$ cat config.mk
export PLATFORM = sky130hd
export DESIGN_NAME = subtree_response_collector
export DESIGN_NICKNAME = d
export VERILOG_FILES = /design/src/rtl/subtree_response_collector.sv
export SDC_FILE = /design/constraint.sdc
export NUM_CORES = 1
export LEC_CHECK = 0
export CORE_UTILIZATION = 55
export DETAILED_ROUTE_END_ITERATION = 10
export PLACE_DENSITY_LB_ADDON = 0.25
export RECOVER_POWER = 100
export SLEW_MARGIN = 20
export SYNTH_ARGS = -nofsm -noshare
export SYNTH_HDL_FRONTEND = slang
export SYNTH_SLANG_ARGS = --single-unit
$ cat constraint.sdc
create_clock -name clk -period 10.1 [get_ports clk]
set_clock_uncertainty 0.2 [all_clocks]
set_input_delay 3.03 -clock clk [delete_from_list [all_inputs] [get_ports clk]]
set_output_delay 3.03 -clock clk [all_outputs]
set_load 0.005 [all_outputs]
$ cat src/rtl/subtree_response_collector.sv
// Upstream return path of a hierarchy node: gathers one word per child per round,
// forwards them round-robin through a registered valid/ready port, then reports the outcome.
module subtree_response_collector #(
    parameter int unsigned N_CHILD = 5,
    parameter int unsigned DATA_W  = 16,
    parameter int unsigned TIMEOUT = 64
) (
    input  logic                      clk,
    input  logic                      rst,
    input  logic                      round_start,
    input  logic [N_CHILD-1:0]        child_valid,
    input  logic [N_CHILD*DATA_W-1:0] child_data,
    output logic [N_CHILD-1:0]        child_ready,
    output logic                      up_valid,
    output logic [DATA_W-1:0]         up_data,
    output logic [2:0]                up_src,
    input  logic                      up_ready,
    output logic                      busy,
    output logic                      round_done,
    output logic                      round_timeout,
    output logic [N_CHILD-1:0]        round_missing
);

    localparam int unsigned TW = (TIMEOUT > 0) ? $clog2(TIMEOUT + 1) : 1;

    typedef enum logic [1:0] {StIdle, StCollect, StDone} state_e;

    state_e             state_q;
    logic [N_CHILD-1:0] seen_q;
    logic [2:0]         ptr_q;
    logic [TW-1:0]      timer_q;

    logic [N_CHILD-1:0] eligible;
    logic [2:0]         grant_idx;
    logic [2:0]         idx;
    logic               found;
    logic               all_seen;
    logic               timeout_fired;
    logic               can_load;
    logic               accept;

    assign all_seen = &seen_q;
    assign eligible = child_valid & ~seen_q;
    assign can_load = !up_valid || up_ready;
    // Timer saturates at TIMEOUT, so the fired condition stays true for the rest of the round.
    assign timeout_fired = (TIMEOUT != 0) && (timer_q == TW'(TIMEOUT)) && !all_seen;
    assign accept = (state_q == StCollect) && found && !timeout_fired && can_load;
    assign child_ready = accept ? (N_CHILD'(1) << grant_idx) : '0;
    assign busy = (state_q != StIdle);

    // Circular search for the first eligible child starting at ptr_q.
    always_comb begin
        grant_idx = '0;
        idx       = '0;
        found     = 1'b0;
        for (int k = 0; k < N_CHILD; k++) begin
            idx = 3'((32'(ptr_q) + 32'(k)) % N_CHILD);
            if (!found && eligible[idx]) begin
                found     = 1'b1;
                grant_idx = idx;
            end
        end
    end

    always_ff @(posedge clk) begin
        if (rst) begin
            state_q       <= StIdle;
            seen_q        <= '0;
            ptr_q         <= '0;
            timer_q       <= '0;
            up_valid      <= 1'b0;
            up_data       <= '0;
            up_src        <= '0;
            round_done    <= 1'b0;
            round_timeout <= 1'b0;
            round_missing <= '0;
        end else begin
            round_done <= 1'b0;

            if (accept) begin
                up_valid          <= 1'b1;
                up_data           <= child_data[grant_idx*DATA_W +: DATA_W];
                up_src            <= grant_idx;
                seen_q[grant_idx] <= 1'b1;
                ptr_q             <= (grant_idx == 3'(N_CHILD - 1)) ? 3'd0 : grant_idx + 3'd1;
            end else if (up_ready) begin
                up_valid <= 1'b0;
            end

            unique case (state_q)
                StIdle: begin
                    if (round_start) begin
                        state_q       <= StCollect;
                        seen_q        <= '0;
                        timer_q       <= '0;
                        round_timeout <= 1'b0;
                        round_missing <= '0;
                    end
                end
                StCollect: begin
                    if (timer_q != TW'(TIMEOUT)) begin
                        timer_q <= timer_q + 1'b1;
                    end
                    if ((all_seen || timeout_fired) && can_load) begin
                        state_q       <= StDone;
                        round_done    <= 1'b1;
                        round_timeout <= timeout_fired;
                        round_missing <= ~seen_q;
                    end
                end
                StDone: begin
                    state_q <= StIdle;
                end
                default: begin
                    state_q <= StIdle;
                end
            endcase
        end
    end

endmodule

# After elaboration in Yosys (flattened, before gate mapping)

Index checks and enable logic that the tools add are counted.

Register bits: 44
Output and inout bits: 33
Bits of input ports: 89

Div/mod/pow operators: 5
Reduce and logical (&&, ||, !) cells: 28
Bitwise logic cells: 4
$add $sub $neg: 6
Multiplexer cells: 42
Shift operators: 2
Eq/ne operators: 7
Order comparisons: 7

Operator list:

| operator              | count |
|---|---|
| $mod 32x3->32 const B | 4 |
| $shiftx 80x8->16      | 1 |
| $mod 3x3->32 const B  | 1 |
| $mux 5                | 6 |
| $lt 3x4->1 const B    | 6 |
| $mux 3                | 6 |
| $mux 1                | 16 |
| $bmux 1 s3            | 5 |
| $mux 7                | 2 |
| $pmux 7 s2            | 1 |
| $logic_and 1x1->1     | 10 |
| $pmux 5 s2            | 1 |
| $add 3x2->4 const B   | 2 |
| $add 7x1->7 const B   | 1 |
| $eq 7x7->1 const B    | 1 |
| $logic_not 1->1       | 7 |
| $ne 7x7->1 const B    | 1 |
| $reduce_and 3->1      | 2 |
| $reduce_bool 2->1     | 3 |
| $and 5x5->5           | 1 |
| $not 5->5             | 1 |
| $or 5x5->5            | 1 |
| $reduce_and 5->1      | 1 |
| $shl 1x3->5 const A   | 1 |
| other kinds (17)      | 20 |

# Depth between registers and ports, before layout

Gate-level depths: netlist (run 1).

Depth in word-level cells: 25
Gate-level depth with buffers: 24

# Least setup slack after synthesis (run 1)

OpenSTA, ideal clock, no wires.

Kind: input port to output port
Start point: input port child_valid[0]
End point: output port child_ready[3]
Required time: 6.870 ns
Cell stages on the path: 13
Buffers on the path: 1
Slack: 1.172 ns
Arrival: 5.698 ns
Path through: or3b_1 -> and3_1 -> a2111oi_2 -> o21a_1 -> nor2_1 -> a221o_1 -> o22a_1 -> o21ai_1 -> buf_2 -> inv_1 -> ha_1 -> ha_1 -> and2_1

Elaborated cells between the ends (all ways): 34

RTL lines:

| element                      | line | text |
|---|---|---|
| start, declared              | 11   | `input logic [N_CHILD-1:0] child_valid,` |
| $and 5x5->5 *                | 43   | `assign eligible = child_valid & ~seen_q;` |
| $bmux 1 s3                   | 58   | `if (!found && eligible[idx]) begin` |
| $mux 1 (implied by the code) | 58   |  |
| $mux 1                       | 58   |  |
| $logic_not 1->1              | 58   |  |
| $logic_and 1x1->1            | 58   |  |
| $mux 1                       | 58   |  |
| $logic_not 1->1              | 58   |  |
| [3 not listed]               | -    |  |
| $logic_and 1x1->1            | 58   |  |
| $mux 1                       | 58   |  |
| $logic_not 1->1              | 58   |  |
| $logic_and 1x1->1            | 58   |  |
| $mux 3 *                     | 58   |  |
| via grant_idx[1]             | 34   | `logic [2:0] grant_idx;` |
| $shl 1x3->5 *                | 48   | `assign child_ready = accept ? (N_CHILD'(1) << grant_idx) : '0;` |
| $mux 5 *                     | 48   |  |
| end, declared                | 13   | `output logic [N_CHILD-1:0] child_ready,` |

Mark *: on every way through the listed nets, which the timed path passes. The rest lies on a longest branch. The select of a mux whose other input is x is not followed.

# Worst setup path in the final report (run 1)

Same ends and word-level chain as after synthesis.

==> results.toml, run 1 <==
[outcome]
status = "finished clean"

[timing]
tightest_slew_ns = 0.7999
final-hold-violation-count = 0
max_slew_margin = 0.4635
grt_setup_unrepaired = "no"
fmax_ghz = 0.1010
period_share = 0.9806
finalCriticalPeriod_ns = 9.904
setup_viol = 0
drv_slew = 0
fin_tns_setup_ns = 0

[clock_tree]
h-tree-depth = 2
numCtsBuffers = 5
hold_buffers = 0
cts_tree = "yes"
max-clock-path-buffers = 2
numClockSinks = 44
cts_setup_buffers = 0
clk_pin_slew_ns = 0.09
insertion_delay_ns = 0.31
clock-root-buffer = "clkbuf_8"
cts.repair.resized = 0

[synth]
syn_nets = 765
ys_async_sr_fraction = 0
avgSynthCellArea_um2 = 7.352
seq_area_frac_synth = 0.1832
synth_enable_flop_cells = 0
synth_ff_type = "dfxtp_1"
syn_inst = 654
synth_seq_cells = 44
yosysWarnings = 0
ys_types = 80
synthesis.area_um2 = 4808

[place]
dp_cells = 846
port_buffers = 121
place_congestion = 0.9936
detailed_place_hpwl_um = 11470

[drt]
wl_per_cell_um = 18.29
vias = 5441
viasPerCell = 6.371
drtIter0Drc = 361
totalWireLength_um = 15620
drc = 0
antenna_left = 0
dr.pass1.iters = 5

[critical_path]
ff2ff_setup_slack_ns = 4.68
crit_start = "child_valid[0]"
crit_arrival_ns = 6.67
r2r-end = "ptr_q[2]$_SDFFE_PP0N_"
crit_type = "input port to primary output"
cp.required_ns = 6.87
critPathMaxFanout = 5
worstReg2RegStart = "ptr_q[2]$_SDFFE_PP0N_"
end_kind = "primary output"
reg2regPathDepth = 17
cp-start-kind = "input port"

[global_route]
grt_max_degree = 65
gr-total-overflow = 0
antenna_found_initial = 0
grt_pass1_wl_um = 23890
globalRouteTotalUtil = 0.3332
grt_pass1_vias = 5008

[layout]
n_antenna_cell = 0
final_common_cell = "clkdlybuf4s50_1"
mostFrequentLayoutCells = "91 x clkdlybuf4s50_1, 48 x inv_1, 47 x a21oi_1"
fin_cells = 854
drive_above_1_share = 0.06275
syn2layout_area_growth_pct = 27.71
nets = 859
nFillCells = 663

[floorplan]
start_util = 0.5765
fp.dieH_um = 95.50
rows = 33
pin_count = 122
die_area_um2 = 9120
fp.coreArea_um2 = 8341
die_w_um = 95.50

[worst_hold_path]
hold_depth = 2
hold_path.class = "flop to flop"
hp-start = "up_src[0]$_SDFFE_PP0N_"
min_to = "up_src[0]$_SDFFE_PP0N_"

[pwr]
vdd_drop_max_mv = 0.2950
finalPower_w = 0.001501
p_int_w = 0.0007159
pwr-share-comb = 0.737
p_sw_w = 0.0007848
clock_power_share = 0.095
power.leakage_nw = 2.602
p_per_area_nw_per_um2 = 244.4
p_seq_frac = 0.168
swShare = 0.5229

[flow_run]
drv_cap = 0
==> power by group through the flow <==
stage | combinational [W] | clock [W] | sequential (W)
final | 0.00111 | 0.000143 | 0.000252
after global routing | 0.00121 | 0.000150 | 0.000257
after CTS | 0.00109 | 0.000144 | 0.000252
after detailed placement | 0.00108 | 0 | 0.000256
after global placement | 0.00106 | 0 | 0.000255
after floorplan | 0.000790 | 0 | 0.000248
==> metal layers <==
layer / vias to the layer above / track usage / part of all wire
met2: 218 / 0.5464 / 0.47
met4: 0 / 0.1331 / 0.032
met5: - / 0 / 0
met3: 47 / 0.06778 / 0.062
met1: 2525 / 0.4254 / 0.44
li1: 2651 / - / -
==> final cells by class <==
type                    instances  area [um2]  share of cell area
clock buffers                   5       68.82             0.01121
clock inverters                 3       46.29            0.007539
inverters                      53       198.9             0.03240
multi-input cells             507        3480              0.5666
flip-flops and latches         44       880.8              0.1434
well taps                     105       131.4             0.02139
repair buffers                137        1335              0.2174
==> worst max path at each step <==
stage	end	slack, ns	depth (start not counted)
after floorplan	child_ready[3]	1.17	13
after global placement	child_ready[1]	0.25	13
after detailed placement	child_ready[1]	0.13	13
after CTS	child_ready[1]	0.12	13
after global routing	child_ready[3]	0.02	14
final	child_ready[3]	0.20	14
==> synth_stat cells, types with 23 or more instances <==
master / n / area share
inv_1: 48 / 0.037
dfxtp_1: 44 / 0.18
nand3_1: 30 / 0.031
o21ai_0: 28 / 0.029
a21boi_0: 29 / 0.045
nor2_1: 30 / 0.023
and3_1: 40 / 0.052
a211oi_1: 24 / 0.037
nand2_1: 31 / 0.024
a21oi_1: 47 / 0.049
buf_2: 23 / 0.024
==> critical path: stages <==
cell,delay [ns]
clkdlybuf4s50_1,0.50
or3b_1,0.37
and3_1,0.21
a2111oi_2,0.37
o21a_1,0.28
nor2_1,0.07
a221o_1,0.35
o22a_1,0.22
o21ai_2,0.21
inv_1,0.10
ha_1,0.21
ha_1,0.16
and2_1,0.13
clkdlybuf4s50_1,0.47
==> kinds of logic (layout without fill, tap and decap cells) <==
family,after synthesis,count (layout),synth area share
adders and majority gates,22,22,0.05725
and+or+nand+nor,227,227,0.2641
xor gates and xnor gates,13,13,0.02524
DFF,44,44,0.1832
muxes,9,9,0.01874
buffers and inverters,103,198,0.09211
AOI/OAI and AO/OA,236,236,0.3594
==> sequential cells by signal, indices dropped and copies added (netlist names) <==
| register | flops |
|---|---|
| seen_q | 5 |
| up_src | 3 |
| round_timeout | 1 |
| state_q | 2 |
| up_data | 16 |
| timer_q | 7 |
| round_done | 1 |
| up_valid | 1 |
| round_missing | 5 |
| ptr_q | 3 |
==> metrics by stage <==
step / hold WS (ns) / util / instance area, um2 / worst slack (ns)
3_3_place_gp: 0.2513 / 0.7237 / 6036 / 0.2457
6_report: 0.2678 / 0.7363 / 6141 / 0.1957
4_1_cts: 0.2748 / 0.7375 / 6151 / 0.1227
2_1_floorplan: 0.2527 / - / 4808 / 1.172
3_5_place_dp: 0.2573 / 0.7237 / 6036 / 0.1328
5_1_grt: 0.2981 / 0.7363 / 6141 / 0.01602
Power figures use the tool's default switching activity.
==> inputs of run 2 (changes only) <==
==> constraint.sdc (replaced) <==
create_clock -name clk -period 10.1 [get_ports clk]
set_clock_uncertainty 0.2 [all_clocks]
set_input_delay 3.03 -clock clk [delete_from_list [all_inputs] [get_ports clk]]
set_output_delay 3.03 -clock clk [all_outputs]
set_load 0.05 [all_outputs]
==> run 2 against run 1 <==
Compared with the run above: sequential power is essentially flat; clock-buffer cell count grew 1; core utilization is essentially flat; die area is the same; clock power grew 5%; global-route usage shrank 0.26 points; register-to-register slack lost 0.84 ns; critical endpoint unchanged; largest power group unchanged.
==> results.toml, run 2 (synthesis results as in run 1) <==
[outcome]
status = "finished clean"

[flow_run]
drv_cap = 0

[drt]
wl_met3_um = 1075
drtIter0Drc = 378
dr.pass1.iters = 6
vias = 5448
antenna_left = 0
drt-met1-wl_um = 6886
highest_layer = "met4"
drc = 0
wl_met2_um = 7217
viasPerCell = 6.417
totalWireLength_um = 15590
wl_per_cell_um = 18.36

[worst_hold_path]
hold_depth = 2
hp-start = "up_src[0]$_SDFFE_PP0N_"
hold_path.class = "flop to flop"
min_to = "up_src[0]$_SDFFE_PP0N_"

[clock_tree]
cts_tree = "yes"
numCtsBuffers = 5
numClockSinks = 44
clock-root-buffer = "clkbuf_8"
max-clock-path-buffers = 2
hold_buffers = 0
h-tree-depth = 2
cts_setup_buffers = 0
insertion_delay_ns = 0.31
clk_pin_slew_ns = 0.09

[critical_path]
crit_family = "compound AO/OA/AOI/OAI gates"
worst_path_max_delay_cell = "o21bai_2"
cp-start-kind = "input port"
cp_common_cell = "a22oi_1"
reg2regPathDepth = 17
ff2ff_setup_slack_ns = 3.84
path_cells = "clkdlybuf4s50_1 > or3b_2 > a22oi_1 > o31ai_1 > o311ai_1 > a22oi_1 > a31o_2 > o21bai_2 > a21oi_2 > inv_2 > ha_1 > and2_1 > buf_2"
cp.required_ns = 6.87
critPathMaxFanout = 16
crit_type = "input port to primary output"
critPathMaxStageDelay_ns = 0.62
crit_arrival_ns = 6.68
r2r-end = "ptr_q[2]$_SDFFE_PP0N_"
end_kind = "primary output"
crit_start = "child_valid[3]"
worstReg2RegStart = "ptr_q[1]$_SDFFE_PP0N_"
path_buf_inv = 3

[layout]
fin_util = 0.7360
largest_reg_flops = 16
final_common_cell = "clkdlybuf4s50_1"
multi_input_area_um2 = 3498
regArea_um2 = 880.8
regMostFlops = "up_data"
top_regs = "up_data (16), timer_q (7)"
mostFrequentLayoutCells = "86 x clkdlybuf4s50_1, 49 x inv_1, 47 x a21oi_1"
syn2layout_area_growth_pct = 27.66
drive_above_1_share = 0.06183
nets = 854
n_antenna_cell = 0
nFillCells = 679

[pwr]
p_seq_frac = 0.153
p_per_area_nw_per_um2 = 267.5
p_sw_w = 0.0009232
clock_power_share = 0.091
vdd_drop_max_mv = 0.2898
pwr-share-comb = 0.755
power.leakage_nw = 2.602
p_int_w = 0.0007189
swShare = 0.5622

[floorplan]
start_util = 0.5765
fp.dieH_um = 95.50
rows = 33
fp.coreArea_um2 = 8341
pin_count = 122
die_w_um = 95.50
die_area_um2 = 9120

[place]
place_congestion = 0.9710
detailed_place_hpwl_um = 11320
port_buffers = 121
dp_worst_setup_slack_ns = 0.3178

[timing]
fin_tns_setup_ns = 0
tightest_slew_ns = 0.9342
final-hold-violation-count = 0
max_slew_margin = 0.3765
holdWs_ns = 0.2893
drv_slew = 0
period_share = 0.9815
fmax_ghz = 0.1009
setup_viol = 0
grt_setup_unrepaired = "no"
timing.final.ws_setup_ns = 0.1871
finalCriticalPeriod_ns = 9.913

[global_route]
globalRouteTotalUtil = 0.3307
gr-total-overflow = 0
grt_pass1_vias = 4821
grt_max_degree = 65
grt_pass1_wl_um = 23910
antenna_found_initial = 0
## run 2: changes by cell type in the layout (fill, tap and decap cells not counted), moves of 2 or more
cell | previous run | this run
buf_4 | 15 | 9
clkdlybuf4s50_1 | 91 | 86
clkbuf_2 | 0 | 2
buf_12 | 0 | 3
## run 2: stage by stage
stage	cell area (um2)	total power [W]	instances
6_report	6138	0.001642	849
5_1_grt	6138	0.001752	849
4_1_cts	6145	0.001638	849
3_5_place_dp	6023	0.001483	841
3_3_place_gp	6023	0.001454	841
2_1_floorplan	4808	0.001169	654
## run 2: cell type report
type                            instances  area share
Clock buffer                            6     0.01345
Clock inverter                          2    0.006319
Inverter                               53     0.03241
Multi-Input combinational cell        507      0.5699
Sequential cell                        44      0.1435
Tap cell                              105     0.02140
Timing Repair Buffer                  132      0.2130
## run 2: power groups by stage
stage	registers (W)	logic, W	clock network [W]
floorplan	0.000354	0.000815	0
global placement	0.000255	0.00120	0
detailed placement	0.000256	0.00123	0
CTS	0.000252	0.00124	0.000151
global route	0.000257	0.00134	0.000157
finish	0.000252	0.00124	0.000150
## run 2: worst max-delay path by stage
stage | end | slack, ns | depth (start not counted)
2_1_floorplan | child_ready[0] | 0.42 | 12
3_3_place_gp | child_ready[4] | 0.43 | 13
3_5_place_dp | child_ready[4] | 0.32 | 12
4_1_cts | child_ready[4] | 0.26 | 12
5_1_grt | child_ready[3] | 0.05 | 12
6_report | child_ready[3] | 0.19 | 13
## run 2: layer usage
metal | vias to the layer above | GRT usage
met2 | 231 | 0.5280
li1 | 2633 | -
met1 | 2551 | 0.4510
met5 | - | 0
met3 | 33 | 0.05183
met4 | 0 | 0.1119
## run 2: what timing repair did
action | CTS | global route
endpoints found under the setup margin | 0 | 1
gates resized for setup | 0 | 1
endpoints found under the hold margin | 0 | 0
## run 2: worst min-delay path, stage by stage, from the launching register on
cell     delay [ns]
dfxtp_1        0.33
nand2_1        0.06
a21oi_1        0.06
